File: src/rtl/sha256_pkg.sv
// Shared SHA-256 constants, FSM state type and the bitwise round/schedule helper functions.
package sha256_pkg;

    typedef enum logic [2:0] {
        S_IDLE,
        S_LOAD,
        S_COMPUTE,
        S_UPDATE,
        S_WRITE
    } state_t;

    localparam logic [31:0] K [0:63] = '{
        32'h428a2f98, 32'h71374491, 32'hb5c0fbcf, 32'he9b5dba5, 32'h3956c25b, 32'h59f111f1, 32'h923f82a4, 32'hab1c5ed5,
        32'hd807aa98, 32'h12835b01, 32'h243185be, 32'h550c7dc3, 32'h72be5d74, 32'h80deb1fe, 32'h9bdc06a7, 32'hc19bf174,
        32'he49b69c1, 32'hefbe4786, 32'h0fc19dc6, 32'h240ca1cc, 32'h2de92c6f, 32'h4a7484aa, 32'h5cb0a9dc, 32'h76f988da,
        32'h983e5152, 32'ha831c66d, 32'hb00327c8, 32'hbf597fc7, 32'hc6e00bf3, 32'hd5a79147, 32'h06ca6351, 32'h14292967,
        32'h27b70a85, 32'h2e1b2138, 32'h4d2c6dfc, 32'h53380d13, 32'h650a7354, 32'h766a0abb, 32'h81c2c92e, 32'h92722c85,
        32'ha2bfe8a1, 32'ha81a664b, 32'hc24b8b70, 32'hc76c51a3, 32'hd192e819, 32'hd6990624, 32'hf40e3585, 32'h106aa070,
        32'h19a4c116, 32'h1e376c08, 32'h2748774c, 32'h34b0bcb5, 32'h391c0cb3, 32'h4ed8aa4a, 32'h5b9cca4f, 32'h682e6ff3,
        32'h748f82ee, 32'h78a5636f, 32'h84c87814, 32'h8cc70208, 32'h90befffa, 32'ha4506ceb, 32'hbef9a3f7, 32'hc67178f2
    };

    localparam logic [31:0] IV256 [0:7] = '{
        32'h6a09e667, 32'hbb67ae85, 32'h3c6ef372, 32'ha54ff53a,
        32'h510e527f, 32'h9b05688c, 32'h1f83d9ab, 32'h5be0cd19
    };

    localparam logic [31:0] IV224 [0:7] = '{
        32'hc1059ed8, 32'h367cd507, 32'h3070dd17, 32'hf70e5939,
        32'hffc00b31, 32'h68581511, 32'h64f98fa7, 32'hbefa4fa4
    };

    function automatic logic [31:0] rotr(input logic [31:0] x, input int n);
        return (x >> n) | (x << (32 - n));
    endfunction

    function automatic logic [31:0] sigma0(input logic [31:0] x);
        return rotr(x, 7) ^ rotr(x, 18) ^ (x >> 3);
    endfunction

    function automatic logic [31:0] sigma1(input logic [31:0] x);
        return rotr(x, 17) ^ rotr(x, 19) ^ (x >> 10);
    endfunction

    function automatic logic [31:0] big_sigma0(input logic [31:0] x);
        return rotr(x, 2) ^ rotr(x, 13) ^ rotr(x, 22);
    endfunction

    function automatic logic [31:0] big_sigma1(input logic [31:0] x);
        return rotr(x, 6) ^ rotr(x, 11) ^ rotr(x, 25);
    endfunction

    function automatic logic [31:0] ch(input logic [31:0] x, input logic [31:0] y, input logic [31:0] z);
        return (x & y) ^ (~x & z);
    endfunction

    function automatic logic [31:0] maj(input logic [31:0] x, input logic [31:0] y, input logic [31:0] z);
        return (x & y) ^ (x & z) ^ (y & z);
    endfunction

endpackage

File: src/rtl/sha256_msg_sched.sv
// 16-word message schedule window: loads padded words during LOAD, expands W[16..63] during COMPUTE.
module sha256_msg_sched
    import sha256_pkg::*;
(
    input  logic        clk,
    input  logic        reset,
    input  logic        load_en,
    input  logic        expand_en,
    input  logic [31:0] load_word,
    output logic [31:0] w0
);

    logic [15:0][31:0] w_reg;
    logic [15:0][31:0] w_next;
    logic [31:0]       w_new;

    assign w_new = load_en ? load_word
                           : sigma1(w_reg[14]) + w_reg[9] + sigma0(w_reg[1]) + w_reg[0];

    genvar gi;
    generate
        for (gi = 0; gi < 16; gi++) begin : g_shift
            if (gi < 15) begin : g_mid
                assign w_next[gi] = w_reg[gi+1];
            end else begin : g_top
                assign w_next[gi] = w_new;
            end
        end
    endgenerate

    always_ff @(posedge clk or posedge reset) begin
        if (reset) begin
            w_reg <= '0;
        end else if (load_en || expand_en) begin
            w_reg <= w_next;
        end
    end

    assign w0 = w_reg[0];

endmodule

File: src/rtl/sha256_mem_hasher.sv
// Memory-mapped SHA-256 engine with on-the-fly padding of a runtime-length word message.
// Define SHA256_SHA224_MODE_EN to add the sha224 input (SHA-224 IV, 7-word digest).
module sha256_mem_hasher
    import sha256_pkg::*;
#(
    parameter int ADDR_W    = 16,
    parameter int MAX_WORDS = 1024,
    localparam int NW_W     = $clog2(MAX_WORDS + 1)
) (
    input  logic              clk,
    input  logic              reset,
    input  logic              start,
`ifdef SHA256_SHA224_MODE_EN
    input  logic              sha224,
`endif
    input  logic [NW_W-1:0]   num_words,
    input  logic [ADDR_W-1:0] message_addr,
    input  logic [ADDR_W-1:0] output_addr,
    output logic              done,
    output logic              error,
    output logic              mem_clk,
    output logic              mem_we,
    output logic [ADDR_W-1:0] mem_addr,
    output logic [31:0]       mem_write_data,
    input  logic [31:0]       mem_read_data
);

    localparam int IDX_W = NW_W + 4;
    localparam logic [NW_W-1:0] MAX_NW = NW_W'(MAX_WORDS);

    state_t            state_reg, state_next;
    logic [6:0]        cnt_reg;
    logic [NW_W-1:0]   blk_reg, nblk_reg, len_reg;
    logic [NW_W:0]     nblk_sum;
    logic [ADDR_W-1:0] maddr_reg, oaddr_reg, addr_reg;
    logic [IDX_W-1:0]  issue_idx, cap_idx_reg, last_idx;
    logic              issue_rd, rd_pend_reg, error_reg;
    logic              load_en, expand_en;
    logic [31:0]       h_reg [0:7];
    logic [31:0]       v_reg [0:7];
    logic [31:0]       iv [0:7];
    logic [31:0]       pad_word, load_word, w0, t1, t2;
    logic [63:0]       len_bits;
    logic [2:0]        last_wr;

`ifdef SHA256_SHA224_MODE_EN
    logic mode224_reg;
    always_comb begin
        last_wr = mode224_reg ? 3'd6 : 3'd7;
        for (int i = 0; i < 8; i++) iv[i] = sha224 ? IV224[i] : IV256[i];
    end
`else
    always_comb begin
        last_wr = 3'd7;
        for (int i = 0; i < 8; i++) iv[i] = IV256[i];
    end
`endif

    // Word index issued this cycle; its data (or pad) is captured one cycle later.
    assign issue_idx = {blk_reg, 4'b0000} + IDX_W'(cnt_reg[3:0]);
    assign issue_rd  = (state_reg == S_LOAD) && (cnt_reg < 7'd16) && (issue_idx < IDX_W'(len_reg));
    assign last_idx  = {nblk_reg, 4'b0000} - IDX_W'(1);
    assign len_bits  = 64'(len_reg) << 5;
    assign nblk_sum  = (NW_W+1)'(num_words) + (NW_W+1)'(18);

    always_comb begin
        pad_word = 32'h0;
        if (cap_idx_reg == IDX_W'(len_reg))       pad_word = 32'h8000_0000;
        else if (cap_idx_reg == last_idx - 1'b1)  pad_word = len_bits[63:32];
        else if (cap_idx_reg == last_idx)         pad_word = len_bits[31:0];
    end

    assign load_word = rd_pend_reg ? mem_read_data : pad_word;

    sha256_msg_sched u_sched (
        .clk       (clk),
        .reset     (reset),
        .load_en   (load_en),
        .expand_en (expand_en),
        .load_word (load_word),
        .w0        (w0)
    );

    assign t1 = v_reg[7] + big_sigma1(v_reg[4]) + ch(v_reg[4], v_reg[5], v_reg[6]) + K[cnt_reg[5:0]] + w0;
    assign t2 = big_sigma0(v_reg[0]) + maj(v_reg[0], v_reg[1], v_reg[2]);

    always_comb begin
        state_next     = state_reg;
        load_en        = 1'b0;
        expand_en      = 1'b0;
        mem_we         = 1'b0;
        mem_addr       = addr_reg;
        mem_write_data = 32'h0;
        case (state_reg)
            S_IDLE: begin
                if (start && num_words <= MAX_NW) state_next = S_LOAD;
            end
            S_LOAD: begin
                if (issue_rd) mem_addr = maddr_reg + ADDR_W'(issue_idx);
                load_en = (cnt_reg != 7'd0);
                if (cnt_reg == 7'd16) state_next = S_COMPUTE;
            end
            S_COMPUTE: begin
                expand_en = 1'b1;
                if (cnt_reg == 7'd63) state_next = S_UPDATE;
            end
            S_UPDATE: begin
                state_next = (blk_reg + NW_W'(1) == nblk_reg) ? S_WRITE : S_LOAD;
            end
            S_WRITE: begin
                mem_we         = 1'b1;
                mem_addr       = oaddr_reg + ADDR_W'(cnt_reg[2:0]);
                mem_write_data = h_reg[cnt_reg[2:0]];
                if (cnt_reg[2:0] == last_wr) state_next = S_IDLE;
            end
            default: state_next = S_IDLE;
        endcase
    end

    always_ff @(posedge clk or posedge reset) begin
        if (reset) begin
            state_reg   <= S_IDLE;
            cnt_reg     <= '0;
            blk_reg     <= '0;
            nblk_reg    <= '0;
            len_reg     <= '0;
            maddr_reg   <= '0;
            oaddr_reg   <= '0;
            addr_reg    <= '0;
            cap_idx_reg <= '0;
            rd_pend_reg <= 1'b0;
            error_reg   <= 1'b0;
`ifdef SHA256_SHA224_MODE_EN
            mode224_reg <= 1'b0;
`endif
            for (int i = 0; i < 8; i++) begin
                h_reg[i] <= '0;
                v_reg[i] <= '0;
            end
        end else begin
            state_reg   <= state_next;
            addr_reg    <= mem_addr;
            cap_idx_reg <= issue_idx;
            rd_pend_reg <= issue_rd;
            case (state_reg)
                S_IDLE: begin
                    if (start) begin
                        if (num_words > MAX_NW) begin
                            error_reg <= 1'b1;
                        end else begin
                            error_reg <= 1'b0;
                            len_reg   <= num_words;
                            maddr_reg <= message_addr;
                            oaddr_reg <= output_addr;
                            nblk_reg  <= NW_W'(nblk_sum >> 4);
                            blk_reg   <= '0;
                            cnt_reg   <= '0;
`ifdef SHA256_SHA224_MODE_EN
                            mode224_reg <= sha224;
`endif
                            for (int i = 0; i < 8; i++) begin
                                h_reg[i] <= iv[i];
                                v_reg[i] <= iv[i];
                            end
                        end
                    end
                end
                S_LOAD:    cnt_reg <= (cnt_reg == 7'd16) ? 7'd0 : cnt_reg + 7'd1;
                S_COMPUTE: begin
                    cnt_reg  <= (cnt_reg == 7'd63) ? 7'd0 : cnt_reg + 7'd1;
                    v_reg[0] <= t1 + t2;
                    v_reg[1] <= v_reg[0];
                    v_reg[2] <= v_reg[1];
                    v_reg[3] <= v_reg[2];
                    v_reg[4] <= v_reg[3] + t1;
                    v_reg[5] <= v_reg[4];
                    v_reg[6] <= v_reg[5];
                    v_reg[7] <= v_reg[6];
                end
                S_UPDATE: begin
                    cnt_reg <= '0;
                    blk_reg <= blk_reg + NW_W'(1);
                    for (int i = 0; i < 8; i++) begin
                        h_reg[i] <= h_reg[i] + v_reg[i];
                        v_reg[i] <= h_reg[i] + v_reg[i];
                    end
                end
                S_WRITE:   cnt_reg <= cnt_reg + 7'd1;
                default:   cnt_reg <= '0;
            endcase
        end
    end

    assign done    = (state_reg == S_IDLE);
    assign error   = error_reg;
    assign mem_clk = clk;

endmodule
File: config.mk
export PLATFORM = sky130hd
export DESIGN_NAME = sha256_mem_hasher
export DESIGN_NICKNAME = d
export VERILOG_FILES = /design/src/rtl/sha256_pkg.sv /design/src/rtl/sha256_msg_sched.sv /design/src/rtl/sha256_mem_hasher.sv
export SDC_FILE = /design/constraint.sdc
export NUM_CORES = 2
export LEC_CHECK = 0
export CAP_MARGIN = 30
export CORE_ASPECT_RATIO = 0.5
export CORE_MARGIN = 3
export CORE_UTILIZATION = 65
export DETAILED_ROUTE_END_ITERATION = 12
export PLACE_DENSITY = 0.83
export SETUP_SLACK_MARGIN = 0.15
export SLEW_MARGIN = 20
export SYNTH_ARGS = -nofsm -noshare
export SYNTH_HDL_FRONTEND = slang
export SYNTH_SLANG_ARGS = --single-unit
File: constraint.sdc
create_clock -name clk -period 75.1 [get_ports clk]
set_clock_uncertainty 0.2 [all_clocks]
set_input_delay 15.02 -clock clk [delete_from_list [all_inputs] [get_ports clk]]
set_output_delay 15.02 -clock clk [all_outputs]
set_load 0.02 [all_outputs]
==> impl_metrics.env <==
export IMPL_layout_cells_non_filler=10100
export IMPL_first_pass_iters=6
export IMPL_rsz0062_at_grt="false"
export IMPL_worstSetupEndpointType="primary output"
export IMPL_clock_latency_ps=870
export IMPL_die_x_um=485
export IMPL_finalNetCount=9175
export IMPL_initial_utilization_pct=65.8
export IMPL_synth_distinct_cells=94
export IMPL_drv_slew=0
export IMPL_setup_tns_final_ps=0
export IMPL_rr_startpoint="cnt_reg[0]$_DFFE_PP0P_"
export IMPL_worst_endpoint_required_ps=59880
export IMPL_grt_max_degree=241
export IMPL_placed_cell_area_um2=76700
export IMPL_dp_final_hpwl_um=170000
export IMPL_start_kind="clock port"
export IMPL_holdBufCountCts=0
export IMPL_area_delta_synth_final_pct=8.20
export IMPL_grt_overflow_total=0
export IMPL_hold_path_startpoint="u_sched.w_next[374]$_DFFE_PP0P_"
export IMPL_hold_path_class="reg2reg"
export IMPL_ant_nets=0
export IMPL_avgSynthCellArea_um2=8.63
export IMPL_dp_cells=9867
export IMPL_core_area_um2=113000
export IMPL_maxCapViolCount=0
export IMPL_whs_endpoint="u_sched.w_next[342]$_DFFE_PP0P_"
export IMPL_wl_per_cell_um=23.6
export IMPL_power_w=0.00119
export IMPL_postSynthNetCount=9321
export IMPL_hold_viol=0
export IMPL_worst_hold_path_num_cells=2
export IMPL_wl_um=238000
export IMPL_ys_ff_latch=1129
export IMPL_rrSetupSlack_ps=63400
export IMPL_cts_setup_buffers=0
export IMPL_critPathKind="clk2out"
export IMPL_setup_viol=0
export IMPL_io_buffers=129
export IMPL_io_pins=130
export IMPL_path_max_fanout=3
export IMPL_antenna_found_initial=6
export IMPL_drcViolationCount=0
export IMPL_r2r_end="v_reg[255]$_DFFE_PP0P_"
export IMPL_clk_pin_slew_ps=70
export IMPL_synthFlopType="dfrtp_1"
export IMPL_crit_arrival_ps=38330
export IMPL_netlist_area_um2=74500
export IMPL_ir_worst_vdd_mv=0.0202
export IMPL_grtUsageTotal_pct=39.5
export IMPL_tightest_slew_ps=1100
export IMPL_yosysSeqAreaShare_pct=37.9
export IMPL_synth_edf_count=0
export IMPL_largest_reg_flops=480
export IMPL_p_per_area_nw_per_um2=14.7
export IMPL_die_height_um=245
export IMPL_initialDrtViolationCount=8097
export IMPL_async_flop_share_pct=100
export IMPL_slew_headroom_pct=26.3
export IMPL_status="finished, final reports clean"
export IMPL_post_cts_resized=0
export IMPL_drive_gt1_share_pct=5.11
export IMPL_vias=64900
export IMPL_synthCells=8625
export IMPL_ff2ff_path_depth=36
export IMPL_cts_tree="yes"
export IMPL_grt_pass1_wl_um=361000
export IMPL_p_leak_nw=38.6
export IMPL_ys_warn_count=0
export IMPL_fp_row_count=87
export IMPL_avgViaCountPerCell=6.44
export IMPL_grt_pass1_vias=61100
export IMPL_routabilityCongestion=1.02
export IMPL_fp_dieArea_um2=119000
export IMPL_fin_area_um2=80600
Yosys cell counts, drive strengths merged (45+ instances only):
cell type | count | area, µm²
buf | 47 | 181
nand2b | 63 | 394
nor3 | 88 | 440
xor2 | 181 | 1590
nand3 | 113 | 566
o21bai | 54 | 405
a22oi | 45 | 338
o21ai | 555 | 2780
xnor2 | 465 | 4070
a31oi | 74 | 478
o211ai | 49 | 368
clkbuf | 437 | 1640
o21a | 96 | 721
inv | 365 | 1370
a211oi | 59 | 443
dfrtp | 1129 | 28300
mux4 | 68 | 1530
fa | 197 | 3940
a21oi | 500 | 2510
a21o | 213 | 1600
ha | 421 | 5270
nand2 | 2214 | 8310
o31ai | 59 | 443
nor2 | 554 | 2080
routing by layer:
layer  wire length [µm]  track usage [%]  vias to the layer above
met1              93700             53.8                    31400
met3              31600             13.3                      698
li1                   -                -                    29000
met2             100000             57.8                     3760
met4              12100             17.5                       10
met5                 69                0                        -
power breakdown:
group	internal (W)	switching, W	total [W]
Sequential	0.000608	0	0.000608
Clock	0.000306	0.000254	0.000560
Combinational	0.00000551	0.0000140	0.0000195
kinds of logic after synthesis:
kind of cell | Yosys count | share of synthesized area (%)
simple gates | 3262 | 17.9
compound gates | 1992 | 17.0
flops | 1129 | 37.9
buf+inv | 850 | 4.29
xor+xnor | 646 | 7.60
fa+ha+maj | 621 | 12.4
mux | 125 | 2.85
cell type report:
cell class,count,area (µm²)
clock inverter,40,533
sequential,1129,28300
inverter,366,1380
antenna,2,5.00
tap,1513,1890
multi-input combinational,6646,43200
timing repair buffer,231,2360
fill,8595,32600
clock buffer,144,2970
cell usage in the layout, fill, tap and decap left out, types with 17 or more instances in the layout:
cell type and n:
o21bai_1 54, a31oi_1 72, inv_1 360, o22ai_1 41, clkdlybuf4s50_1 129, clkbuf_1 18
a21o_1 211, nand3_1 112, or3_1 21, o21a_1 96, nor4_1 17, nor3_1 88
ha_1 421, mux2i_1 39, dfrtp_1 1123, a22oi_1 45, a21oi_1 498, o211ai_1 49
a221o_1 30, mux4_2 68, o21ai_0 550, xnor2_1 464, a22o_1 27, nor2_1 549
nor2b_1 41, and2_1 22, fa_1 197, a211oi_1 59, clkbuf_16 104, buf_4 83
nand4_1 27, mux2_2 18, nand2b_1 61, o31ai_1 58, nand2_1 2210, clkinv_2 17
xor2_1 181, and3_1 43, clkbuf_8 21
worst max path at each step:
stage               start      end  slack [ps]  cells after the start
CTS                   clk  mem_clk       21540                      3
detailed placement    clk  mem_clk       21820                      1
global placement      clk  mem_clk       21820                      1
floorplan             clk  mem_clk       22200                      1
finish                clk  mem_clk       21550                      3
global route          clk  mem_clk       21540                      3
worst max-delay path, stage by stage:
cell and delay [ps]:
clkbuf_16 120, clkbuf_16 130, clkdlybuf4s50_1 520
metrics by stage:
step	hold WS (ps)	setup WS, ps	utilization [%]
after floorplan	223	22200	-
after global placement	248	21820	67.6
after detailed placement	255	21820	67.8
after CTS	245	21540	70.9
after global routing	256	21540	71.2
final	254	21550	71.2
No activity file was read; power rests on OpenSTA's default activity.
